<file path="config.mk">
export PLATFORM = sky130hd
export DESIGN_NAME = regex_stream_driver
export DESIGN_NICKNAME = d
export VERILOG_FILES = /design/src/rtl/regex_stream_driver.sv
export SDC_FILE = /design/constraint.sdc
export NUM_CORES = 1
export LEC_CHECK = 0
export ABC_AREA = 1
export CAP_MARGIN = 20
export CELL_PAD_IN_SITES_DETAIL_PLACEMENT = 0
export CELL_PAD_IN_SITES_GLOBAL_PLACEMENT = 1
export CORE_MARGIN = 2
export CORE_UTILIZATION = 31
export CTS_CLUSTER_SIZE = 24
export DETAILED_ROUTE_END_ITERATION = 8
export GPL_TIMING_DRIVEN = 1
export PLACE_DENSITY_LB_ADDON = 0.1
export SYNTH_ARGS = -nofsm -noshare
export SYNTH_HDL_FRONTEND = slang
export SYNTH_SLANG_ARGS = --single-unit
export TNS_END_PERCENT = 50
</file>
<file path="constraint.sdc">
create_clock -name clk -period 1.7 [get_ports clk]
set_input_delay 0.255 -clock clk [delete_from_list [all_inputs] [get_ports clk]]
set_output_delay 0.255 -clock clk [all_outputs]
set_load 0.01 [all_outputs]
</file>
<file path="src/rtl/regex_stream_driver.sv">
// Feeds a character stream to a per-character regex engine and forwards its match results.
// Define REGEX_DRV_WATCHDOG_EN to add the eng_rdy watchdog and the timeout_err output.
//
// state | meaning
// IDLE  | waiting for a character beat (in_ready high)
// PULSE | holding eng_reset high for RESET_CYCLES cycles
// WAIT  | waiting for eng_rdy from the engine
// EMIT  | presenting a match on res_* until res_ready
// DONE  | one-cycle end-of-string pulse, clears per-string state
module regex_stream_driver #(
    parameter int RESET_CYCLES   = 2,
    parameter int POS_W          = 32,
    parameter int TIMEOUT_CYCLES = 1024
) (
    input  logic             clk,
    input  logic             reset,
    input  logic             in_valid,
    output logic             in_ready,
    input  logic [7:0]       in_data,
    input  logic             in_last,
    output logic             eng_reset,
    output logic [7:0]       eng_char,
    output logic             eng_last,
    input  logic             eng_rdy,
    input  logic             eng_match,
    input  logic [POS_W-1:0] eng_start_pos,
    input  logic [POS_W-1:0] eng_end_pos,
    output logic             res_valid,
    input  logic             res_ready,
    output logic [POS_W-1:0] res_start,
    output logic [POS_W-1:0] res_end,
    output logic             done,
    output logic [31:0]      char_count
`ifdef REGEX_DRV_WATCHDOG_EN
    ,
    output logic             timeout_err
`endif
);

    if (RESET_CYCLES < 1 || RESET_CYCLES > 15 || TIMEOUT_CYCLES < 1) begin : g_bad_param
        $error("regex_stream_driver: parameter out of legal range");
    end

    typedef enum logic [2:0] {
        S_IDLE,
        S_PULSE,
        S_WAIT,
        S_EMIT,
        S_DONE
    } state_t;

    localparam logic [3:0] PULSE_LOAD = 4'(RESET_CYCLES - 1);

    state_t           r_state;
    logic             r_in_ready;
    logic             r_eng_reset;
    logic [7:0]       r_eng_char;
    logic             r_eng_last;
    logic             r_flush;
    logic             r_res_valid;
    logic [POS_W-1:0] r_res_start;
    logic [POS_W-1:0] r_res_end;
    logic             r_done;
    logic [31:0]      r_char_count;
    logic [3:0]       r_pulse_cnt;
    logic             w_result_done;

`ifdef REGEX_DRV_WATCHDOG_EN
    localparam int WD_W = (TIMEOUT_CYCLES > 1) ? $clog2(TIMEOUT_CYCLES) : 1;
    localparam logic [WD_W-1:0] WD_LOAD = WD_W'(TIMEOUT_CYCLES - 1);
    logic [WD_W-1:0] r_wd_cnt;
    logic            r_timeout;
    assign timeout_err = r_timeout;
`endif

    // A result is finished either by a no-match rdy or by the EMIT handshake.
    assign w_result_done = ((r_state == S_WAIT) && eng_rdy && !eng_match) ||
                           ((r_state == S_EMIT) && res_ready);

    always_ff @(posedge clk) begin
        if (reset) begin
            r_state      <= S_IDLE;
            r_in_ready   <= 1'b1;
            r_eng_reset  <= 1'b0;
            r_eng_char   <= 8'd0;
            r_eng_last   <= 1'b0;
            r_flush      <= 1'b0;
            r_res_valid  <= 1'b0;
            r_res_start  <= '0;
            r_res_end    <= '0;
            r_done       <= 1'b0;
            r_char_count <= 32'd0;
            r_pulse_cnt  <= 4'd0;
`ifdef REGEX_DRV_WATCHDOG_EN
            r_wd_cnt     <= '0;
            r_timeout    <= 1'b0;
`endif
        end else begin
            r_done <= 1'b0;
            case (r_state)
                S_IDLE: begin
                    if (in_valid && r_in_ready) begin
                        r_in_ready   <= 1'b0;
                        r_eng_reset  <= 1'b1;
                        r_eng_char   <= in_data;
                        r_eng_last   <= 1'b0;
                        r_flush      <= in_last;
                        r_char_count <= r_char_count + 32'd1;
                        r_pulse_cnt  <= PULSE_LOAD;
                        r_state      <= S_PULSE;
                    end
                end
                S_PULSE: begin
                    if (r_pulse_cnt == 4'd0) begin
                        r_eng_reset <= 1'b0;
                        r_state     <= S_WAIT;
`ifdef REGEX_DRV_WATCHDOG_EN
                        r_wd_cnt    <= WD_LOAD;
`endif
                    end else begin
                        r_pulse_cnt <= r_pulse_cnt - 4'd1;
                    end
                end
                S_WAIT: begin
                    if (eng_rdy && eng_match) begin
                        r_res_start <= eng_start_pos;
                        r_res_end   <= eng_end_pos;
                        r_res_valid <= 1'b1;
                        r_state     <= S_EMIT;
                    end
`ifdef REGEX_DRV_WATCHDOG_EN
                    else if (!eng_rdy) begin
                        if (r_wd_cnt == '0) begin
                            r_timeout <= 1'b1;
                            r_flush   <= 1'b0;
                            r_done    <= 1'b1;
                            r_state   <= S_DONE;
                        end else begin
                            r_wd_cnt <= r_wd_cnt - 1'b1;
                        end
                    end
`endif
                end
                S_EMIT: begin
                    if (res_ready) begin
                        r_res_valid <= 1'b0;
                    end
                end
                S_DONE: begin
                    r_eng_last   <= 1'b0;
                    r_char_count <= 32'd0;
                    r_in_ready   <= 1'b1;
                    r_state      <= S_IDLE;
                end
                default: begin
                    r_in_ready <= 1'b1;
                    r_state    <= S_IDLE;
                end
            endcase

            // The flush trigger re-runs the engine on the last character with eng_last set.
            if (w_result_done) begin
                if (r_flush) begin
                    r_flush      <= 1'b0;
                    r_eng_last   <= 1'b1;
                    r_char_count <= r_char_count + 32'd1;
                    r_eng_reset  <= 1'b1;
                    r_pulse_cnt  <= PULSE_LOAD;
                    r_state      <= S_PULSE;
                end else if (r_eng_last) begin
                    r_done  <= 1'b1;
                    r_state <= S_DONE;
                end else begin
                    r_in_ready <= 1'b1;
                    r_state    <= S_IDLE;
                end
            end
        end
    end

    // Reset reaches in_ready/eng_reset directly so the engine is cleared in the reset cycle itself.
    assign in_ready   = r_in_ready & ~reset;
    assign eng_reset  = r_eng_reset | reset;
    assign eng_char   = r_eng_char;
    assign eng_last   = r_eng_last;
    assign res_valid  = r_res_valid;
    assign res_start  = r_res_start;
    assign res_end    = r_res_end;
    assign done       = r_done;
    assign char_count = r_char_count;

endmodule

</file>
-- Yosys cells after proc, flatten, opt, wreduce, memory -nomap -nowiden
Cells that the tools add are included.
- register bits after elaboration: 117
- input port bits: 79
- output and inout port bits: 109
- word-level logic and storage cells: 82
- add/sub/neg operators: 2
- eq/ne operators: 10
- multiplexer cells: 38
- bitwise operators: 4
- reduce and logical (&&, ||, !) cells: 16
- operator list (operator ; number):
    $mux 32 ; 3
    $pmux 32 s2 ; 1
    $add 32x1->32 const B ; 1
    $mux 1 ; 18
    $mux 3 ; 6
    $mux 4 ; 4
    $pmux 3 s4 ; 1
    $pmux 1 s2 ; 4
    $pmux 4 s2 ; 1
    $eq 3x2->1 const B ; 2
    $ne 3x3->1 const B ; 2
    $reduce_or 3->1 ; 2
    $logic_and 1x1->1 ; 5
    $logic_not 4->1 ; 1
    $ne 2x2->1 const B ; 2
    $reduce_and 2->1 ; 2
    $reduce_and 4->1 ; 1
    $sub 4x1->4 const B ; 1
    $eq 3x1->1 const B ; 1
    $eq 3x3->1 const B ; 1
    $logic_not 3->1 ; 1
    $ne 3x2->1 const B ; 1
    $reduce_and 3->1 ; 1
    $ne 2x1->1 const B ; 1
    other kinds (6) ; 7

-- Depth between registers and ports, before layout
- depth after elaboration: 6
- depth in mapped cells: 13
- gate-level depth less buffers: 12

-- Worst setup path before layout
OpenSTA, ideal clock, no wires.
- path type: register -> register
- start: register r_char_count[0], in the netlist char_count[0]
- end: register r_char_count[14], in the netlist char_count[14]
- data arrival time: 1513 ps
- data required time: 1581 ps
- setup slack: 68 ps
- stages on the path, launching flop included: 11
- buffers on the path: 0
- clock period less this slack: 1632 ps
- cells stage by stage: dfxtp_1 ha_1 nand2_1 nor2_1 nand2_1 nor2_1 inv_1 nor2_1 nand2_1 nand2_1 a21oi_1
- cells in the longest elaborated chain, start to end: 5
- ends and longest elaborated chain (item ; line ; source):
    start: declaration ; 64 ; logic [31:0] r_char_count;
    start signal: assignment ; 108 ; r_char_count <= r_char_count + 32'd1;
    start signal: assignment ; 166 ; r_char_count <= r_char_count + 32'd1;
    $add 32x1->32 * ; 108, 166 ;
    $mux 32 ; 102 ; if (in_valid && r_in_ready) begin
    $pmux 32 s2 ; 100 ; case (r_state)
    $mux 32 ; 163 ; if (r_flush) begin
    $mux 32 * ; 162 ; if (w_result_done) begin
Every way passes the cells marked *; elsewhere a longest branch is shown, timed or not.
A chain may end at the register's enable or synchronous reset.

-- Worst setup path after layout
- start: register r_char_count[25], in the netlist char_count[25]
- end: output char_count[25]
- RTL lines (item ; line ; source):
    end: declaration ; 33 ; output logic [31:0] char_count
No word-level cell between the ends.

==> metrics.md <==
| Metric | Value |
|---|---|
| Status | `finished, final reports clean` |
| DR pass1 iterations | `4` |
| Core footprint | `16600 um2` |
| Final ANT Viol Nets | `0` |
| N_diodes | `0` |
| Vias | `5517` |
| Die H | `134 um` |
| DRT iter0 DRCs | `268` |
| Worst path bufs/invs | `1` |
| Hpwl dp | `about 12000 um` |
| Setup repair bufs after CTS | `0` |
| Area taken by multi-input logic gates | `roughly 2400 um2` |
| Ports | `188` |
| Post-layout worst setup margin | `approximately 0.07 ns` |
| Cell area after synthesis | `approximately 5200 um2` |
| # DRC | `0` |
| Fillcell total | `1624` |
| FF/Latch Area | `2360 um2` |
| Max_cap viols | `0` |
| Initial Util | `0.316` |
| H-tree levels | `4` |
| Root buffer cell | `clkbuf_16` |
| Pwr per Cell Area | `1140 nW/um2` |
| Die Area | `18000 um2` |
| Final wirelength | `around 16000 um` |
| Final Power | `9.52 mW` |
| Critical path depth | `1` |
| Cell family with most CP delay | `buffers and inverters` |
| Most used routing layer | `met2` |
| Crit end category | `output port` |
| Critical Path Slowest Stage Cell | `clkdlybuf4s50_1` |
| GRT Resource Usage Total | `0.183` |
| Count of unique library cells instantiated by Yosys | `34` |
| Number of global-route vias before repair | `5203` |
| CTS tree | `built` |
| Worst-skew pair later-pin latency | `between 0.4 and 0.5 ns` |
| Final setup viols | `0` |
| #FFs+latches synth | `~120` |
| Clock tree buffer depth | `2` |
| RSZ-0062 raised after global routing | `yes` |
| Register-to-Register Path Depth | `5` |
| Placer Congestion | `0.831` |
| Die width | `134 um` |
| Fin area | `8370 um2` |
| Wire length per cell | `13.4 um` |
| Final-report hold violation count | `0` |
| Period utilisation layout | `0.960` |
| Syn Inst Count | `762` |
| Min Tclk post-route | `1.63 ns` |
| Clock sink count | `117` |
| Final Hold Slack | `0.401 ns` |
| Dpl cell area | `7690 um2` |
| Grt met2 use | `0.299` |
| CP Max Fanout | `5` |
| FF-to-FF End | `r_pulse_cnt[1]` |
| Vias/cell | `4.55` |
| Share of cells above drive strength 1 | `0.128` |
| Syn avg cell area | `approximately 7 um2` |
| CP Launch Type | `flop` |
| Skew final | `0.0155 ns` |
| Worst rel slew slack | `0.759` |
| Measured slew at the worst slew-check pin | `0.362 ns` |
| R2R Setup Slk | `0.12 ns` |
| Antenna violations before repair | `0` |
| Worst Hold Class | `in -> reg` |
| Syn Nets | `843` |
| Slowest stage delay, CP | `0.56 ns` |
| WP data arrival | `1.38 ns` |
| Setup TNS | `0 ns` |
| Hold path depth | `3` |
| Min-Delay Endpoint | `r_flush` |
| First-pass GRT wire length | `26000 um` |
| Reg-to-Reg Start | `r_state[2]` |
| Clock Pin Slew Worst Setup and Hold Paths | `0.06 ns` |
| Final Net Count | `1061` |
| Largest net degree at the start of global routing | `between 50 and 60` |
| Worst Path Class, Setup | `reg -> out` |
| Global route total overflow | `0` |
| Setup WS pre-CTS | `-0.134 ns` |
| Met3 usage | `0.0684` |
| CP cell instances | `clkdlybuf4s50_1` |
| Hold Crit Start | `in_last` |
| Area delta synth->final | `59.5%` |
| Sequential fraction of the synthesis area | `0.446` |
| VDD IR max | `0.697 mV` |
| Cell Rows | `47` |
| Max Slew Vio Count | `0` |
| FMAX | `about 610 MHz` |
| Ys Warns | `0` |
| Worst EP required | `approximately 1.4 ns` |
| TritonCTS Buffers | `17` |
| Leakage | `3.25 nW` |
| Met1 GRT Util | `0.225` |
| Port Buf Inserts | `187` |
[cells by family after synthesis]
family,count (synthesis),share of synthesized area
adders and majority gates,2,0.00477
buffers and inverters,144,0.110
xor gates and xnor gates,9,0.0150
and+or+nand+nor,295,0.236
DFF,117,0.446
AOI/OAI and AO/OA,195,0.188
[state kept, by name, indices dropped and copies added, names as in the netlist]
signal,flops
res_valid,1
r_state,3
r_pulse_cnt,4
res_end,32
done,1
char_count,32
r_in_ready,1
eng_last,1
eng_char,8
r_eng_reset,1
res_start,32
r_flush,1
[cells in the final DEF (no fill, tap or decap), types with 4 or more instances in the layout]
cell / count
a21oi_1: 108
buf_12: 9
clkbuf_16: 17
dfxtp_1: 102
inv_2: 7
clkinvlp_4: 5
nor2_2: 11
dlygate4sd2_1: 15
nand4_1: 7
dfxtp_2: 15
xor2_1: 5
nand2_1: 162
nand3b_1: 5
nor2_1: 60
buf_4: 35
o21ai_0: 82
inv_1: 103
xnor2_1: 4
clkdlybuf4s50_1: 169
nand3_1: 27
nor2_4: 6
nand2_2: 5
[stage by stage]
| stage | util | cells |
|---|---|---|
| 3_3_place_gp | 0.463 | 1181 |
| 3_5_place_dp | 0.463 | 1181 |
| 4_1_cts | 0.499 | 1213 |
| 5_1_grt | 0.505 | 1213 |
| 2_1_floorplan | - | 762 |
| 6_report | 0.505 | 1213 |
[worst max-delay path by stage]
stage,start,to,slack [ns]
CTS,char_count[24],char_count[24],0.002
floorplan,char_count[0],char_count[14],0.07
global route,char_count[8],char_count[25],-0.05
detailed placement,eng_rdy,char_count[25],-0.13
global placement,eng_rdy,char_count[25],-0.08
finish,char_count[25],char_count[25],0.07
[layout make-up]
| type | instances | area share |
|---|---|---|
| Timing Repair Buffer | 232 | 0.276 |
| Multi-Input combinational cell | 501 | 0.286 |
| Tap cell | 220 | 0.0329 |
| Inverter | 111 | 0.0499 |
| Clock buffer | 18 | 0.0513 |
| Clock inverter | 14 | 0.0211 |
| Sequential cell | 117 | 0.282 |
[synth_stat cells, drive strengths merged]
cell type | instances | share of area
nand2 | 168 | 0.12
dfxtp | 117 | 0.45
inv | 110 | 0.079
a21oi | 109 | 0.10
o21ai | 82 | 0.078
nor2 | 77 | 0.058
nand3 | 27 | 0.026
clkbuf | 22 | 0.016
buf | 11 | 0.015
nand4 | 7 | 0.0083
nand3b | 5 | 0.0072
xor2 | 5 | 0.0083
xnor2 | 4 | 0.0067
nor4 | 3 | 0.0036
or2 | 3 | 0.0036
ha | 2 | 0.0048
nor3 | 2 | 0.0029
a311oi | 1 | 0.0017
and2 | 1 | 0.0012
and3 | 1 | 0.0012
clkinv | 1 | 0.00095
nor2b | 1 | 0.0012
o21bai | 1 | 0.0014
o22ai | 1 | 0.0012
o311ai | 1 | 0.0017
[power by group]
group / switching, mW / total, mW / leakage, nW / internal [mW]
registers: 0.213 / 3.27 / 0.955 / 3.06
logic: 1.31 / 2.55 / 2.02 / 1.24
clock network: 1.38 / 3.70 / 0.280 / 2.32
[routing by layer]
metal | vias to the layer above | wire length, um
li1 | 2877 | -
met1 | 2472 | 7190
met2 | 148 | 7670
met3 | 20 | 1090
met4 | 0 | 245
met5 | - | 0
[tightest hold or removal path: stages]
cell	delay, ns
clkdlybuf4s50_1	0.40
nand2_1	0.07
a21oi_1	0.06
[repair_timing]
action,4_1_cts,5_1_grt
pin swaps,0,1
endpoints found under the hold margin,0,0
setup endpoints to repair,22,32
hold buffers,0,0
resized for setup,23,33
(Power assumes the default switching activity.)
